===== src/rtl/ram_arb_defs_pkg.sv =====
// Shared definitions for the RAM port arbiter: FSM state encoding and
// width helpers for counters and requester indices.
package ram_arb_defs;

  typedef enum logic {
    ST_IDLE = 1'b0,
    ST_OWN  = 1'b1
  } arb_state_t;

  function automatic int clog2(input int value);
    int result;
    int span;
    result = 0;
    span   = value - 1;
    while (span > 0) begin
      result++;
      span = span >> 1;
    end
    return result;
  endfunction

  // A field must hold at least one bit even when only a single value exists.
  function automatic int width_for(input int value);
    return (clog2(value) < 1) ? 1 : clog2(value);
  endfunction

endpackage


===== src/rtl/rr_priority_select.sv =====
// Combinational round-robin search: first requester at or after 'start',
// wrapping around, skipping anything set in 'exclude'.
module rr_priority_select
  import ram_arb_defs::*;
#(
  parameter int NUM_REQ = 4,
  parameter int IDX_W   = width_for(NUM_REQ)
) (
  input  logic [NUM_REQ-1:0] req,
  input  logic [IDX_W-1:0]   start,
  input  logic [NUM_REQ-1:0] exclude,
  output logic [NUM_REQ-1:0] winner,
  output logic [IDX_W-1:0]   index,
  output logic               any_valid
);

  logic [NUM_REQ-1:0] cand;

  assign cand = req & ~exclude;

  always_comb begin
    winner    = '0;
    index     = '0;
    any_valid = 1'b0;
    for (int k = 0; k < NUM_REQ; k++) begin
      if (!any_valid && cand[(int'(start) + k) % NUM_REQ]) begin
        any_valid                                 = 1'b1;
        index                                     = IDX_W'((int'(start) + k) % NUM_REQ);
        winner[(int'(start) + k) % NUM_REQ]       = 1'b1;
      end
    end
  end

endmodule


===== src/rtl/ram_port_arbiter.sv =====
// Round-robin arbiter sharing one single-port RAM among NUM_REQ requesters,
// with burst-capped tenure and tagged one-cycle read return.
module ram_port_arbiter
  import ram_arb_defs::*;
#(
  parameter int NUM_REQ    = 4,
  parameter int addr_width = 8,
  parameter int data_width = 16,
  parameter int MAX_BURST  = 4
) (
  input  logic                          clock,
  input  logic                          clear,
  input  logic [NUM_REQ-1:0]            req,
  input  logic [NUM_REQ-1:0]            req_we,
  input  logic [NUM_REQ*addr_width-1:0] req_addr,
  input  logic [NUM_REQ*data_width-1:0] req_data,
  output logic [NUM_REQ-1:0]            gnt,
  output logic [NUM_REQ-1:0]            rd_valid,
  output logic [data_width-1:0]         rd_data,
  output logic [addr_width-1:0]         ram_addr,
  output logic [data_width-1:0]         ram_data,
  output logic                          ram_we,
  input  logic [data_width-1:0]         ram_out
);

  localparam int IDX_W = width_for(NUM_REQ);
  localparam int CNT_W = width_for(MAX_BURST);
  localparam logic [CNT_W-1:0] CNT_LAST = CNT_W'(MAX_BURST - 1);

  arb_state_t         state, state_next;
  logic [IDX_W-1:0]   owner, owner_next;
  logic [IDX_W-1:0]   rr_ptr, rr_next;
  logic [CNT_W-1:0]   cnt, cnt_next;
  logic [NUM_REQ-1:0] gnt_next;

  logic [IDX_W-1:0]   sel_start;
  logic [NUM_REQ-1:0] sel_exclude;
  logic [NUM_REQ-1:0] sel_winner;
  logic [IDX_W-1:0]   sel_index;
  logic               sel_any;
  logic               transfer;
  logic               take;

  function automatic logic [IDX_W-1:0] next_idx(input logic [IDX_W-1:0] i);
    return (int'(i) == NUM_REQ - 1) ? '0 : i + 1'b1;
  endfunction

  // From idle the search resumes at rr_ptr; while owning, it starts just past
  // the owner and excludes it, so a handoff always goes to someone else.
  assign sel_start   = (state == ST_IDLE) ? rr_ptr : next_idx(owner);
  assign sel_exclude = (state == ST_IDLE) ? '0 : gnt;

  rr_priority_select #(
    .NUM_REQ (NUM_REQ),
    .IDX_W   (IDX_W)
  ) u_select (
    .req       (req),
    .start     (sel_start),
    .exclude   (sel_exclude),
    .winner    (sel_winner),
    .index     (sel_index),
    .any_valid (sel_any)
  );

  assign transfer = (state == ST_OWN) && req[owner];
  assign rd_data  = ram_out;

  always_comb begin
    ram_we   = 1'b0;
    ram_addr = '0;
    ram_data = '0;
    if (transfer) begin
      ram_we   = req_we[owner];
      ram_addr = req_addr[int'(owner)*addr_width +: addr_width];
      ram_data = req_data[int'(owner)*data_width +: data_width];
    end
  end

  always_comb begin
    state_next = state;
    owner_next = owner;
    gnt_next   = gnt;
    cnt_next   = cnt;
    rr_next    = rr_ptr;
    take       = 1'b0;
    case (state)
      ST_IDLE: begin
        if (sel_any) take = 1'b1;
      end
      ST_OWN: begin
        if (!req[owner]) begin
          if (sel_any) begin
            take = 1'b1;
          end else begin
            state_next = ST_IDLE;
            gnt_next   = '0;
            cnt_next   = '0;
          end
        end else if (cnt == CNT_LAST) begin
          // A lone requester at its burst limit simply starts a fresh burst.
          if (sel_any) take = 1'b1;
          else         cnt_next = '0;
        end else begin
          cnt_next = cnt + 1'b1;
        end
      end
      default: state_next = ST_IDLE;
    endcase
    if (take) begin
      state_next = ST_OWN;
      owner_next = sel_index;
      gnt_next   = sel_winner;
      cnt_next   = '0;
      rr_next    = next_idx(sel_index);
    end
  end

  always_ff @(posedge clock) begin
    if (!clear) begin
      state    <= ST_IDLE;
      owner    <= '0;
      gnt      <= '0;
      cnt      <= '0;
      rr_ptr   <= '0;
      rd_valid <= '0;
    end else begin
      state    <= state_next;
      owner    <= owner_next;
      gnt      <= gnt_next;
      cnt      <= cnt_next;
      rr_ptr   <= rr_next;
      rd_valid <= (transfer && !req_we[owner]) ? gnt : '0;
    end
  end

endmodule

===== config.mk =====
export PLATFORM = sky130hd
export DESIGN_NAME = ram_port_arbiter
export DESIGN_NICKNAME = d
export VERILOG_FILES = /design/src/rtl/ram_arb_defs_pkg.sv /design/src/rtl/rr_priority_select.sv /design/src/rtl/ram_port_arbiter.sv
export SDC_FILE = /design/constraint.sdc
export NUM_CORES = 1
export LEC_CHECK = 0
export BUFFER_PORTS_ARGS = -buffer_cell sky130_fd_sc_hd__buf_2
export CORE_ASPECT_RATIO = 0.7
export CORE_MARGIN = 2
export CORE_UTILIZATION = 40
export CTS_CLUSTER_DIAMETER = 80
export DETAILED_ROUTE_END_ITERATION = 7
export PLACE_DENSITY = 0.93
export SYNTH_ARGS = -nofsm -noshare
export SYNTH_HDL_FRONTEND = slang
export SYNTH_HIERARCHICAL = 1
export SYNTH_SLANG_ARGS = --single-unit
export TNS_END_PERCENT = 1

===== constraint.sdc =====
create_clock -name clock -period 4.87 [get_ports clock]
set_input_delay 0.2435 -clock clock [delete_from_list [all_inputs] [get_ports clock]]
set_output_delay 0.2435 -clock clock [all_outputs]
set_load 0.03 [all_outputs]

Yosys cells after proc, flatten, opt, wreduce, memory -nomap -nowiden. Index checks and enable logic that the tools add are counted.

Reductions and logical operators: 20. Shift-type cells: 2. Bitwise logic cells: 10. Equal/unequal tests: 5. Multiplexer cells: 56. $add $sub $neg: 6. Order comparisons: 9.

Operator list (number): 64-bit by 7-bit indexed part select with 16-bit output (1); 4-bit 2-to-1 mux (9); 32-bit by 6-bit indexed part select with 8-bit output (1); 1-bit 2-to-1 mux (24); 2-bit 2-to-1 mux (10); 16-bit 2-to-1 mux (1); 1-bit binary-select mux with 2-bit select (6); 3-bit by 4-bit less-than comparator with 1-bit output (second input constant) (3); 4-bit bitwise OR (3); 3-bit by 1-bit >= comparator with 1-bit output (second input constant) (3); 1-bit logical AND (9); 2-bit by 1-bit adder with 2-bit output (second input constant) (4); 1-bit demux with 2-bit select (4); 8-bit 2-to-1 mux (1); 2-bit OR reduction (4); 2-bit by 3-bit less-than comparator with 1-bit output (second input constant) (2); 2-bit adder (second input constant) (2); 4-bit bitwise AND (1); 2-bit by 1-bit equality test with 1-bit output (second input constant) (2); 1-bit logical NOT (4); 4-bit NOT (1); 1-bit bitwise AND (first input constant) (3); 3-bit AND reduction (1); 2-bit equality test (second input constant) (1); 7 further kinds (8).

Logic and storage cells: 114. Flip-flop bits (word level): 15. Input port bits: 122. Output and inout port bits: 49.

Longest topological paths before layout.
Depth after elaboration: 23. Gate-level depth with buffers: 15. Gate-level depth less buffers: 13.

Hierarchy. The synthesis kept the hierarchy.

By module, submodules not included: ram_port_arbiter (area an instance 1570.3 um^2, cells each 146, sequential area each 300.3 um^2, times used 1); rr_priority_select (area an instance 510.5 um^2, cells each 67, sequential area each 0.0 um^2, times used 1).

Worst setup path after synthesis. No wires, ideal clock.

Kind: register to register. Start: register owner[0]. End: register gnt[0]. Required time: 4.753 ns. Buffers on the path: 4. Setup time: 0.117 ns. Slack: 1.099 ns. Stages on the path, launching flop included: 15. Arrival time: 3.653 ns. Period minus slack after synthesis: 3.771 ns. Cell sequence: dfxtp_1 -> buf_6 -> buf_2 -> o31ai_1 -> inv_1 -> ha_1 -> clkbuf_1 -> mux4_2 -> and4b_1 -> buf_4 -> nand2_1 -> or2_1 -> inv_1 -> a21oi_4 -> a32o_1.

Longest elaborated chain between the ends: 21. Elaborated cells between the ends (all ways): 72. Those cells by class: add/sub: 4; order compare: 8; eq/ne: 3; mux: 36; bitwise: 6; reduce/logical: 15.

RTL lines: start: declaration (line ram_port_arbiter.sv:31) `logic [IDX_W-1:0] owner, owner_next;`; start signal: assignment (line ram_port_arbiter.sv:128) `owner <= owner_next;`; 2-bit by 1-bit adder with 2-bit output / 2-bit by 1-bit equality test with 1-bit output (equally long branches) (line ram_port_arbiter.sv:45) `return (int'(i) == NUM_REQ - 1) ? '0 : i + 1'b1;`; 2-bit 2-to-1 mux (*) (line ram_port_arbiter.sv:45); 2-bit 2-to-1 mux (*) (line ram_port_arbiter.sv:50) `assign sel_start = (state == ST_IDLE) ? rr_ptr : next_idx(owner);`; via sel_start[0] (line ram_port_arbiter.sv:36) `logic [IDX_W-1:0] sel_start;`; 2-bit by 1-bit adder with 2-bit output / 1-bit binary-select mux with 2-bit select (equally long branches) (line rr_priority_select.sv:26) `if (!any_valid && cand[(int'(start) + k) % NUM_REQ]) begin`; 1-bit binary-select mux with 2-bit select / 1-bit 2-to-1 mux (equally long branches) (line rr_priority_select.sv:26); 1-bit 2-to-1 mux (implied by the code) (line rr_priority_select.sv:26); 1-bit 2-to-1 mux (implied by the code) / 1-bit logical NOT (equally long branches) (line rr_priority_select.sv:26); [... 7 more ...]; 1-bit 2-to-1 mux (*) (line rr_priority_select.sv:26); via sel_any (line ram_port_arbiter.sv:40) `logic sel_any;`; 1-bit 2-to-1 mux (line ram_port_arbiter.sv:88, ram_port_arbiter.sv:92, ram_port_arbiter.sv:101); 1-bit 2-to-1 mux (line ram_port_arbiter.sv:99) `end else if (cnt == CNT_LAST) begin`; 1-bit 2-to-1 mux (line ram_port_arbiter.sv:91) `if (!req[owner]) begin`; 1-bit case mux with 2 select lines (line ram_port_arbiter.sv:86) `case (state)`; 2-bit != test (no source line), or another cell as far along; 3-bit AND reduction (no source line); end signal: assignment (line ram_port_arbiter.sv:129) `gnt <= gnt_next;`; end: declaration (line ram_port_arbiter.sv:17) `output logic [NUM_REQ-1:0] gnt,`.

Mark *: on every way through the listed nets, which the timed path passes. The rest lies on a longest branch. The select of a mux whose other input is x is not followed. A chain may end at the register's enable or synchronous reset.

Final worst setup path. Ends and elaborated chain as after synthesis.

==> metrics.md <==
| Metric | Value |
|---|---|
| Worst EP arrival | 3.73 ns |
| Row cnt | 21 |
| First-pass GRT wire length | 10600 um |
| Gr ovfl total | 0 |
| Static leakage | 1.37 nW |
| Worst EP required | 5.02 ns |
| Vias in the first global route | 2192 |
| Crit Path Class | reg -> reg |
| Slew Limit Fails | 0 |
| Synth Register Bits | 15 |
| Die H | 64.3 um |
| Syn nets | 345 |
| Worst Hold Class | in -> reg |
| Maxcap violations | 0 |
| Via-to-Cell Ratio | 5.69 |
| Final setup vio count | 0 |
| Gate power share | 79.9% |
| Top post-synthesis cells by area | mux4_2 (31%), dfxtp_1 (14%), and3_1 (7.8%) |
| Die area | 5800 um2 |
| Layout cells sized above 1 | 56.3% |
| Clock period minus worst slack | 3.58 ns |
| Final wirelength | 6870 um |
| Antenna violations before repair | 0 |
| Area fraction of the dominant cell type after synthesis | 31.4% |
| Largest net degree at the start of global routing | 31 |
| Clock buffer depth | 2 |
| Worst skew pair latency | 0.25 ns |
| Synth area leader | mux4_2 |
| Post-synthesis cell type count | 43 |
| Synth Instances | 213 |
| Clock skew | 0.00384 ns |
| Status | complete, no violations |
| Max_slew headroom | 65.4% |
| Crit path max fanout | 28 |
| CTS tree | done |
| Hold buffer count at cts | 0 |
| Worst Setup End Kind | register |
| ANT cells | 0 |
| Fin. Hold Viols | 0 |
| Area Overhead vs Synth | 30.5% |
| Switching part of the total | 51.1% |
| Placed Instances | 390 |
| Post-cts gate resize count | 0 |
| Final GP Congestion | 0.946 |
| Initial Utilization | 42.6% |
| Reg2reg start | owner[0]$_SDFFE_PN0P_ |
| Min-Delay Endpoint | cnt[0]$_SDFFE_PP0P_ |
| Pwr Total | 1.36 mW |
| Clk slew on worst S/H paths | 0.06 ns |
| Fin cells | 394 |
| Worst reg-to-reg path cell count | 12 |
| Sw Pwr | 0.692 mW |
| Least-Margin Pin Slew | 0.519 ns |
| Period utilization | 73.5% |
| Core ar. | 4890 um2 |
| Clock Sinks | 15 |
| Top FF cell, synth | dfxtp_1 |
| Initial drt markers | 179 |
| Mapped Avg Cell Area | 9.77 um2 |
| TritonCTS Buffers | 3 |
| VDD IR max | 0.150 mV |
| Sequential element share of the synthesized area | 14.4% |
| Chip width | 90.2 um |
| Pre-antenna DRT Iters | 4 |
| Wirelength per Cell | 17.4 um |
| Max Freq | 279 MHz |
| RR Endpoint | gnt[0]$_SDFFE_PN0P_ |
| IO buf count | 138 |
| Nets | 458 |
| Sequential share of power | 12.5% |
| EDFF count, synth | 0 |
| Asr flop ratio synth | 0% |
| Netlist area before placement | 2080 um2 |
| Setup repair bufs after CTS | 0 |
| Clock Tree Root | clkbuf_8 |
| RSZ-0062 raised after global routing | no |
| Routed Antenna Nets | 0 |
| Htree depth | 1 |
| I/O pin cnt | 171 |
| Clock share of power | 7.6% |
| R2R Setup Slk | 1.29 ns |
| Layout fillers | 447 |
| Int Power | 0.663 mW |
| Power density cells | 499 nW/um2 |
| Worst hold start | clear |
| Critical path startpoint category | register |
| Detailed-route via count | 2243 |
| Yosys synthesis warning count | 6 |
| Total GRT Usage | 22.9% |
| Worst hold path cell count | 3 |
| Detailed placement HPWL | 5620 um |
| DRC | 0 |
| Hold Worst Slack | 0.394 ns |
| Setup tns final | 0 ns |
## state kept, by name (all words and copies together) (netlist names)
signal and flops:
cnt 2, gnt 4, owner 2, rd_valid 4
rr_ptr 2, state 1
## critical path: stages (launching register included)
cell and delay, ns:
dfxtp_2 0.32, buf_4 0.28, o31ai_1 0.29, buf_4 0.25
inv_1 0.19, ha_1 0.47, mux4_2 0.38, and4b_1 0.42
nand2_1 0.07, or2_1 0.22, inv_1 0.17, a21oi_4 0.10
a32o_1 0.31
## final cells by class
cell class | instances | area, um2 | share of cell area [%]
well taps | 69 | 86.3 | 3.18
flip-flops and latches | 15 | 302 | 11.1
multi-input cells | 156 | 1530 | 56.4
clock inverters | 1 | 5.00 | 0.184
repair buffers | 142 | 721 | 26.5
clock buffers | 3 | 41.3 | 1.52
inverters | 8 | 30.0 | 1.11
## layer usage
layer	track usage, %	wire [um]	up-vias
met3	5.07	530	11
met5	0	0	-
met1	28.6	2720	1090
met4	5.19	99	0
li1	-	-	1027
met2	41.0	3530	115
## metrics by stage
step	utilization (%)	setup slack, ns	instance area [um2]
floorplan	-	1.10	2080
global placement	54.6	1.47	2670
detailed placement	54.6	1.31	2670
CTS	55.6	1.30	2720
global route	55.6	1.03	2720
finish	55.6	1.29	2720
## power groups by stage
stage / combinational [mW] / sequential [mW] / clock (mW)
after global routing: 1.18 / 0.173 / 0.113
after floorplan: 0.852 / 0.191 / 0
after CTS: 1.08 / 0.169 / 0.103
final: 1.08 / 0.169 / 0.103
after global placement: 1.03 / 0.171 / 0
after detailed placement: 1.07 / 0.172 / 0
## cell usage after synthesis (3+ instances only)
| cell | instances |
|---|---|
| mux4_2 | 29 |
| and3_1 | 26 |
| buf_4 | 17 |
| nand2_1 | 16 |
| dfxtp_1 | 15 |
| nor2_1 | 12 |
| clkbuf_1 | 10 |
| ha_1 | 10 |
| inv_1 | 8 |
| a21oi_1 | 6 |
| nor2b_1 | 5 |
| a22oi_1 | 4 |
| a32o_1 | 4 |
| buf_2 | 4 |
| mux2i_1 | 4 |
| nand2b_1 | 4 |
| o22ai_1 | 4 |
| buf_6 | 3 |
| o21ai_0 | 3 |
## worst max-delay path by stage
| stage | from | end | cells after the start |
|---|---|---|---|
| 4_1_cts | owner[0]$_SDFFE_PN0P_ | gnt[0]$_SDFFE_PN0P_ | 12 |
| 3_5_place_dp | owner[0]$_SDFFE_PN0P_ | gnt[0]$_SDFFE_PN0P_ | 12 |
| 2_1_floorplan | owner[0]$_SDFFE_PN0P_ | gnt[0]$_SDFFE_PN0P_ | 14 |
| 3_3_place_gp | owner[0]$_SDFFE_PN0P_ | gnt[3]$_SDFFE_PN0P_ | 12 |
| 6_report | owner[0]$_SDFFE_PN0P_ | gnt[0]$_SDFFE_PN0P_ | 12 |
| 5_1_grt | owner[0]$_SDFFE_PN0P_ | gnt[0]$_SDFFE_PN0P_ | 12 |
## cells by family after synthesis
group | count (synthesis) | share of synthesized area (%)
AOI/OAI and AO/OA | 35 | 12.8
muxes | 34 | 33.9
buffers and inverters | 42 | 12.0
DFF | 15 | 14.4
and+or+nand+nor | 77 | 20.9
adders and majority gates | 10 | 6.01
## layout by cell type (no fill, tap or decap), types with 2 or more instances in the layout
master    synthesis  layout
a41oi_1           2       2
nand3_1           2       2
ha_1             10      10
o21ai_0           3       3
nand2b_1          4       4
a32o_1            4       4
nor2b_1           5       5
a21oi_1           6       6
buf_2             4     138
o21ai_1           2       2
and3_1           26      26
a22oi_1           4       4
mux2i_1           4       4
nand4_1           2       2
nand2_1          16      16
nor2b_4           2       2
inv_1             8       8
o22ai_1           4       4
dfxtp_1          15      14
clkbuf_8          0       3
nor2_1           12      12
buf_4            17       4
mux4_2           29      29
(Power assumes the default switching activity.)
